File: config.mk
export PLATFORM = sky130hd
export DESIGN_NAME = multiplicador_controle_shift_add
export DESIGN_NICKNAME = d
export VERILOG_FILES = /design/src/rtl/multiplicador_controle_shift_add.sv
export SDC_FILE = /design/constraint.sdc
export NUM_CORES = 1
export LEC_CHECK = 0
export ABC_AREA = 1
export CAP_MARGIN = 20
export CORE_MARGIN = 4
export CORE_UTILIZATION = 30
export CTS_CLUSTER_SIZE = 10
export DETAILED_ROUTE_END_ITERATION = 8
export PLACE_DENSITY = 0.56
export SLEW_MARGIN = 25
export SYNTH_ARGS = -nofsm -noshare
export SYNTH_HDL_FRONTEND = slang
export SYNTH_SLANG_ARGS = --single-unit
export TNS_END_PERCENT = 30
File: constraint.sdc
create_clock -name i_clock -period 1.1 [get_ports i_clock]
set_input_delay 0.11 -clock i_clock [delete_from_list [all_inputs] [get_ports i_clock]]
set_output_delay 0.11 -clock i_clock [all_outputs]
set_load 0.005 [all_outputs]
File: src/rtl/multiplicador_controle_shift_add.sv
// ---------------------------------------------------------------------------
// multiplicador_controle_shift_add
//
// Sequential control and datapath of an unsigned shift-add multiplier.
// The combinational adder lives outside this module. Each step, this block
// presents the upper accumulator half and the (possibly masked) multiplicand
// to the adder. It then takes the (N+1)-bit sum back, so the carry is never
// lost, and shifts the whole accumulator right by one.
//
// Optional feature (macro ATALHO_ZERO_EN):
//   When the macro is defined, a start with a zero operand jumps straight to
//   FIM and loads 0 into the product. Pronto then rises one cycle later and
//   Ocupado never asserts. When the macro is undefined, zero operands take
//   the full N steps.
//
// Parameters:
//   N                 operand width in bits (N >= 2)
//
// Ports:
//   i_clock           system clock, rising-edge active
//   i_reset_n         asynchronous active-low reset
//   i_iniciar         start request, sampled only in OCIOSO
//   i_multiplicando   operand M, captured on an accepted start
//   i_multiplicador   operand Q, captured on an accepted start
//   i_soma            adder result (o_operando_a + o_operando_b), N+1 bits
//   o_operando_a      to adder: upper half of the accumulator
//   o_operando_b      to adder: M when the current Q LSB is 1, else 0
//   o_produto         final 2N-bit product, registered, held until the next
//                     completion or reset
//   o_pronto          one-cycle pulse, o_produto newly valid
//   o_ocupado         high while a multiplication is in progress
// ---------------------------------------------------------------------------
module multiplicador_controle_shift_add #(
  parameter int N = 4
) (
  input  logic           i_clock,
  input  logic           i_reset_n,
  input  logic           i_iniciar,
  input  logic [N-1:0]   i_multiplicando,
  input  logic [N-1:0]   i_multiplicador,
  input  logic [N:0]     i_soma,
  output logic [N-1:0]   o_operando_a,
  output logic [N-1:0]   o_operando_b,
  output logic [2*N-1:0] o_produto,
  output logic           o_pronto,
  output logic           o_ocupado
);

  localparam int CW = $clog2(N + 1);
  localparam logic [CW-1:0] C_ULTIMO = CW'(N - 1);

  typedef enum logic [1:0] {
    OCIOSO = 2'd0,
    PASSO  = 2'd1,
    FIM    = 2'd2
  } estado_t;

  estado_t          r_estado;
  estado_t          w_estado_next;
  logic [N-1:0]     r_mreg;
  logic [N-1:0]     r_hi;
  logic [N-1:0]     r_lo;
  logic [CW-1:0]    r_cont;
  logic [2*N-1:0]   r_produto;
  logic [2*N-1:0]   w_deslocado;
  logic             w_aceita;
  logic             w_zero;
  logic             w_ultimo;

  // Accumulator after this step's add and shift: {Soma, Lo} >> 1.
  // Soma[N:1] becomes Hi and Soma[0] enters Lo at its MSB.
  assign w_deslocado = {i_soma, r_lo[N-1:1]};
  assign w_ultimo    = (r_cont == C_ULTIMO);

`ifdef ATALHO_ZERO_EN
  assign w_zero = (i_multiplicando == '0) || (i_multiplicador == '0);
`else
  assign w_zero = 1'b0;
`endif

  assign o_operando_a = r_hi;
  assign o_operando_b = r_lo[0] ? r_mreg : '0;
  assign o_produto    = r_produto;

  // State register
  always_ff @(posedge i_clock or negedge i_reset_n) begin
    if (!i_reset_n) begin
      r_estado <= OCIOSO;
    end else begin
      r_estado <= w_estado_next;
    end
  end

  // Next state and status outputs. The status outputs are decoded from the
  // registered state only, so they are glitch-free and read 0 during reset.
  always_comb begin
    w_estado_next = r_estado;
    w_aceita      = 1'b0;
    o_pronto      = 1'b0;
    o_ocupado     = 1'b0;
    case (r_estado)
      OCIOSO: begin
        if (i_iniciar) begin
          w_aceita      = 1'b1;
          w_estado_next = w_zero ? FIM : PASSO;
        end
      end
      PASSO: begin
        o_ocupado = 1'b1;
        if (w_ultimo) begin
          w_estado_next = FIM;
        end
      end
      FIM: begin
        o_pronto      = 1'b1;
        w_estado_next = OCIOSO;
      end
      default: begin
        w_estado_next = OCIOSO;
      end
    endcase
  end

  // Datapath registers
  always_ff @(posedge i_clock or negedge i_reset_n) begin
    if (!i_reset_n) begin
      r_mreg    <= '0;
      r_hi      <= '0;
      r_lo      <= '0;
      r_cont    <= '0;
      r_produto <= '0;
    end else begin
      if (w_aceita) begin
        r_mreg <= i_multiplicando;
        r_hi   <= '0;
        r_lo   <= i_multiplicador;
        r_cont <= '0;
        if (w_zero) begin
          r_produto <= '0;
        end
      end else if (r_estado == PASSO) begin
        r_hi   <= i_soma[N:1];
        r_lo   <= {i_soma[0], r_lo[N-1:1]};
        r_cont <= r_cont + CW'(1);
        // On the Nth step, the shifted accumulator is the finished product.
        if (w_ultimo) begin
          r_produto <= w_deslocado;
        end
      end
    end
  end

endmodule

==> results.md, run 1 <==
* Synth-to-layout area growth at 63.1%
* Initial antenna violation count at 0
* Nets at ~200
* Reg2reg end: r_mreg[2]$_DFFE_PN0P_
* Hold_buf cts at 0
* Critical path buffer and inverter count at 2
* Row count at 21
* Initial DRC Count at 26
* Rel. slew slack at a little under 90%
* Hold Path Class: in -> async
* Clock share of power at a little under a tenth
* Post-synth EDFFs at 0
* Post-DP HPWL at slightly below 2000 um
* Net Sw Power at around 1.8 mW
* Syn Inst Count at about 120
* F_max at approximately 0.83 GHz
* Register Area at 626 um^2
* Placer congestion estimate at approximately 0.72
* Minimum clock period at about 1200 ps
* Failing checks: negative setup slack
* Clock buffer count from CTS at 3
* Post-route cell area at 0.00177 mm^2
* Crit-path cells: buf_6 -> nor2_4 -> buf_2
* Synth top area cells: dfrtp_1 (58%), nand2_1 (18%), nand3_1 (11%), inv_1 (2.4%), ha_1 (2.3%)
* Max VDD drop at around 1100 uV
* Clock Root Buffer: clkbuf_4
* Sw Share at 39.3%
* Routed length on met3 at between 100 and 150 um
* Post-Place Setup Slack at -104 ps
* Synth top area share at between 50 and 60%
* Skew final at 7.70 ps
* Final core utilization at between 50% and 60%
* Async S/R FF share, synth at 100%
* Area leader, netlist: dfrtp_1
* Max clock buf depth at 2
* Distinct cells, synth at 15
* Fin Setup TNS at -1320 ps
* Post-DRT Antenna Nets at 0
* Vias at between 1000 and 1500
* N_diodes at 0
* Final Cycle Share at 109%
* Worst EP required at 990 ps
* Syn Area/Cell at 8.82 um^2
* CP peak stage delay at approximately 420 ps
* LEAKAGE at 0.906 nW
* Worst Max-Slew Pin Slew at approximately 200 ps
* Clock transition at path regs at between 100 and 150 ps
* Via density at between 4 and 5
* Fill cells at between 300 and 400
* WL met1 at roughly 1300 um
* CP arrival at between 1000 and 1500 ps
* CP max FO at 3
* Worst setup path start: r_estado[1]$_DFFE_PN0P_
* Core area at ~0.0034 mm^2
* Drt wl/cell at roughly 14 um
* DP Area at about 0.0016 mm^2
* Number of port buffers at 33
* Cell family with most CP delay: flip-flops
* Synthesized flop and latch total at 25
* Vias in the first global route at between 1000 and 1500
* Crit path depth at 3
* Final hold vios at 0
* Total track usage at around 14%
* Syn_nets at around 140
* Starting Density at a little under a third
* First-pass GRT wire length at 4910 um
* Clk sink count at 25
* Grt total ovfl at 0
* Sequential share of power at between 30% and 40%
* Most numerous cell in the Yosys netlist: nand2_1
* Die W at 68.1 um
* Power per Cell Area at ~2600 mW/mm^2
* RR Startpoint: r_estado[0]$_DFFE_PN0P_
* Synth top cells by count: nand2_1 (51), dfrtp_1 (25), nand3_1 (23), inv_1 (7), o21ai_1 (3)
* Register area share after synthesis at between 50% and 60%
* Max-slew violations at 0
* RSZ-0062 raised after global routing: true
* DR top layer: met4
* Footprint of the multi-input gates at between 500 and 600 um^2
* Crit path capture type: output port
* Die Height at a little under 70 um
* Synth Cell Area at roughly 0.0011 mm^2
* Combinational power share at between 50% and 60%
* CP max stage cell: dfrtp_1
* Met2 WL post-DR at between 1500 and 2000 um
* Final setup fails at 23
* Skew-Pair Late Insertion Delay at ~320 ps
* Most used DFF post-synth: dfrtp_1
* Post-route setup slack at -102 ps
* Pwr Total at between 4 and 5 mW
* Warning count from the yosys run at 0
* Pre-antenna DRT Iters at 4
* Htree depth at 1
* Routed WL at slightly above 3000 um
* Int Pwr at around 2.8 mW
* Worst R2R Setup Slack at -80 ps
* Crit Path Category: reg -> out
* DRC at 0
* Number of max-cap violations at 0
* Worst setup path end: o_ocupado
* CTS tree: built
* DIE AREA at between 0.004 and 0.005 mm^2
* Num ports at 34
* Reg2Reg Depth at 6
* Largest net degree at the start of global routing at 26
* Crit path launch type: flop
* Share of layout cells above drive strength 1 at 40.2%
* Status: finished, violations left
[worst min-delay path by stage]
stage,from,endpoint,slack (ps),cells past startpoint
after floorplan,i_reset_n,o_operando_a[0]$_DFFE_PN0P_,-190,0
after global placement,r_mreg[2]$_DFFE_PN0P_,r_mreg[2]$_DFFE_PN0P_,460,2
after detailed placement,r_mreg[0]$_DFFE_PN0P_,r_mreg[0]$_DFFE_PN0P_,460,2
after CTS,i_reset_n,o_produto[4]$_DFFE_PN0P_,120,2
after global routing,i_reset_n,o_operando_a[0]$_DFFE_PN0P_,110,2
final,i_reset_n,o_operando_a[0]$_DFFE_PN0P_,120,2
[kinds of logic after synthesis]
kind of cell / Yosys count / share of synthesized area (%)
buffers and inverters: 12 / 5.65
adders and majority gates: 2 / 2.31
DFF: 25 / 57.7
and+or+nand+nor: 81 / 33.0
AOI/OAI and AO/OA: 3 / 1.38
[final cells by class]
cell class,instances,share of cell area (%)
flip-flops and latches,25,35.4
multi-input cells,87,30.3
repair buffers,55,27.8
well taps,46,3.25
inverters,8,1.84
clock buffers,4,1.49
[power by group through the flow]
| stage | combinational (mW) | sequential, mW | clock (mW) |
|---|---|---|---|
| floorplan | 0.935 | 1.63 | 0 |
| global placement | 2.00 | 1.63 | 0 |
| detailed placement | 2.03 | 1.63 | 0 |
| CTS | 2.27 | 1.62 | 0.440 |
| global route | 2.75 | 1.71 | 0.482 |
| finish | 2.48 | 1.65 | 0.420 |
[flip-flops by register name (all words and copies together) (netlist names)]
register / count
o_produto: 8
o_operando_a: 4
r_lo: 4
r_mreg: 4
r_cont: 3
r_estado: 2
[stage by stage]
stage | hold slack, ps | instances
floorplan | -186 | 123
global placement | 456 | 213
detailed placement | 460 | 213
CTS | 120 | 224
global route | 112 | 225
finish | 118 | 225
[placed cells by master, fill, tap and decap left out]
master / count
inv_1: 4
clkbuf_1: 1
nor2_1: 1
buf_6: 11
o21ai_1: 3
buf_4: 11
clkbuf_4: 3
nand2_8: 1
clkdlybuf4s50_1: 15
ha_4: 1
inv_4: 1
ha_2: 1
nand3_1: 12
nand2_2: 8
buf_12: 1
inv_2: 3
nor2_4: 4
nand2_1: 42
dfrtp_1: 25
nand3_2: 11
clkbuf_2: 8
buf_8: 1
nand2_4: 3
clkdlybuf4s15_1: 4
buf_2: 4
[what timing repair did]
item                                    CTS  global route
buffers inserted                          6             1
gates resized for setup                  64            37
endpoints found under the setup margin   34            38
pin swaps                                 6            15
cloned                                    1             0
[metal layers]
layer	up-vias	track usage [%]
met5	-	0
met2	28	23.2
li1	503	-
met4	0	5.21
met3	4	3.28
met1	502	18.4
Power figures use the tool's default switching activity.
==> run 2, diff against run 1 <==
--- a/config.mk
+++ b/config.mk
@@ -11,6 +11,7 @@
 export CORE_UTILIZATION = 30
 export CTS_CLUSTER_SIZE = 10
 export DETAILED_ROUTE_END_ITERATION = 8
+export GPL_TIMING_DRIVEN = 1
 export PLACE_DENSITY = 0.56
 export SLEW_MARGIN = 25
 export SYNTH_ARGS = -nofsm -noshare
==> results of run 2 <==
The final DEF is identical to that of run 1; final timing and power are the same.
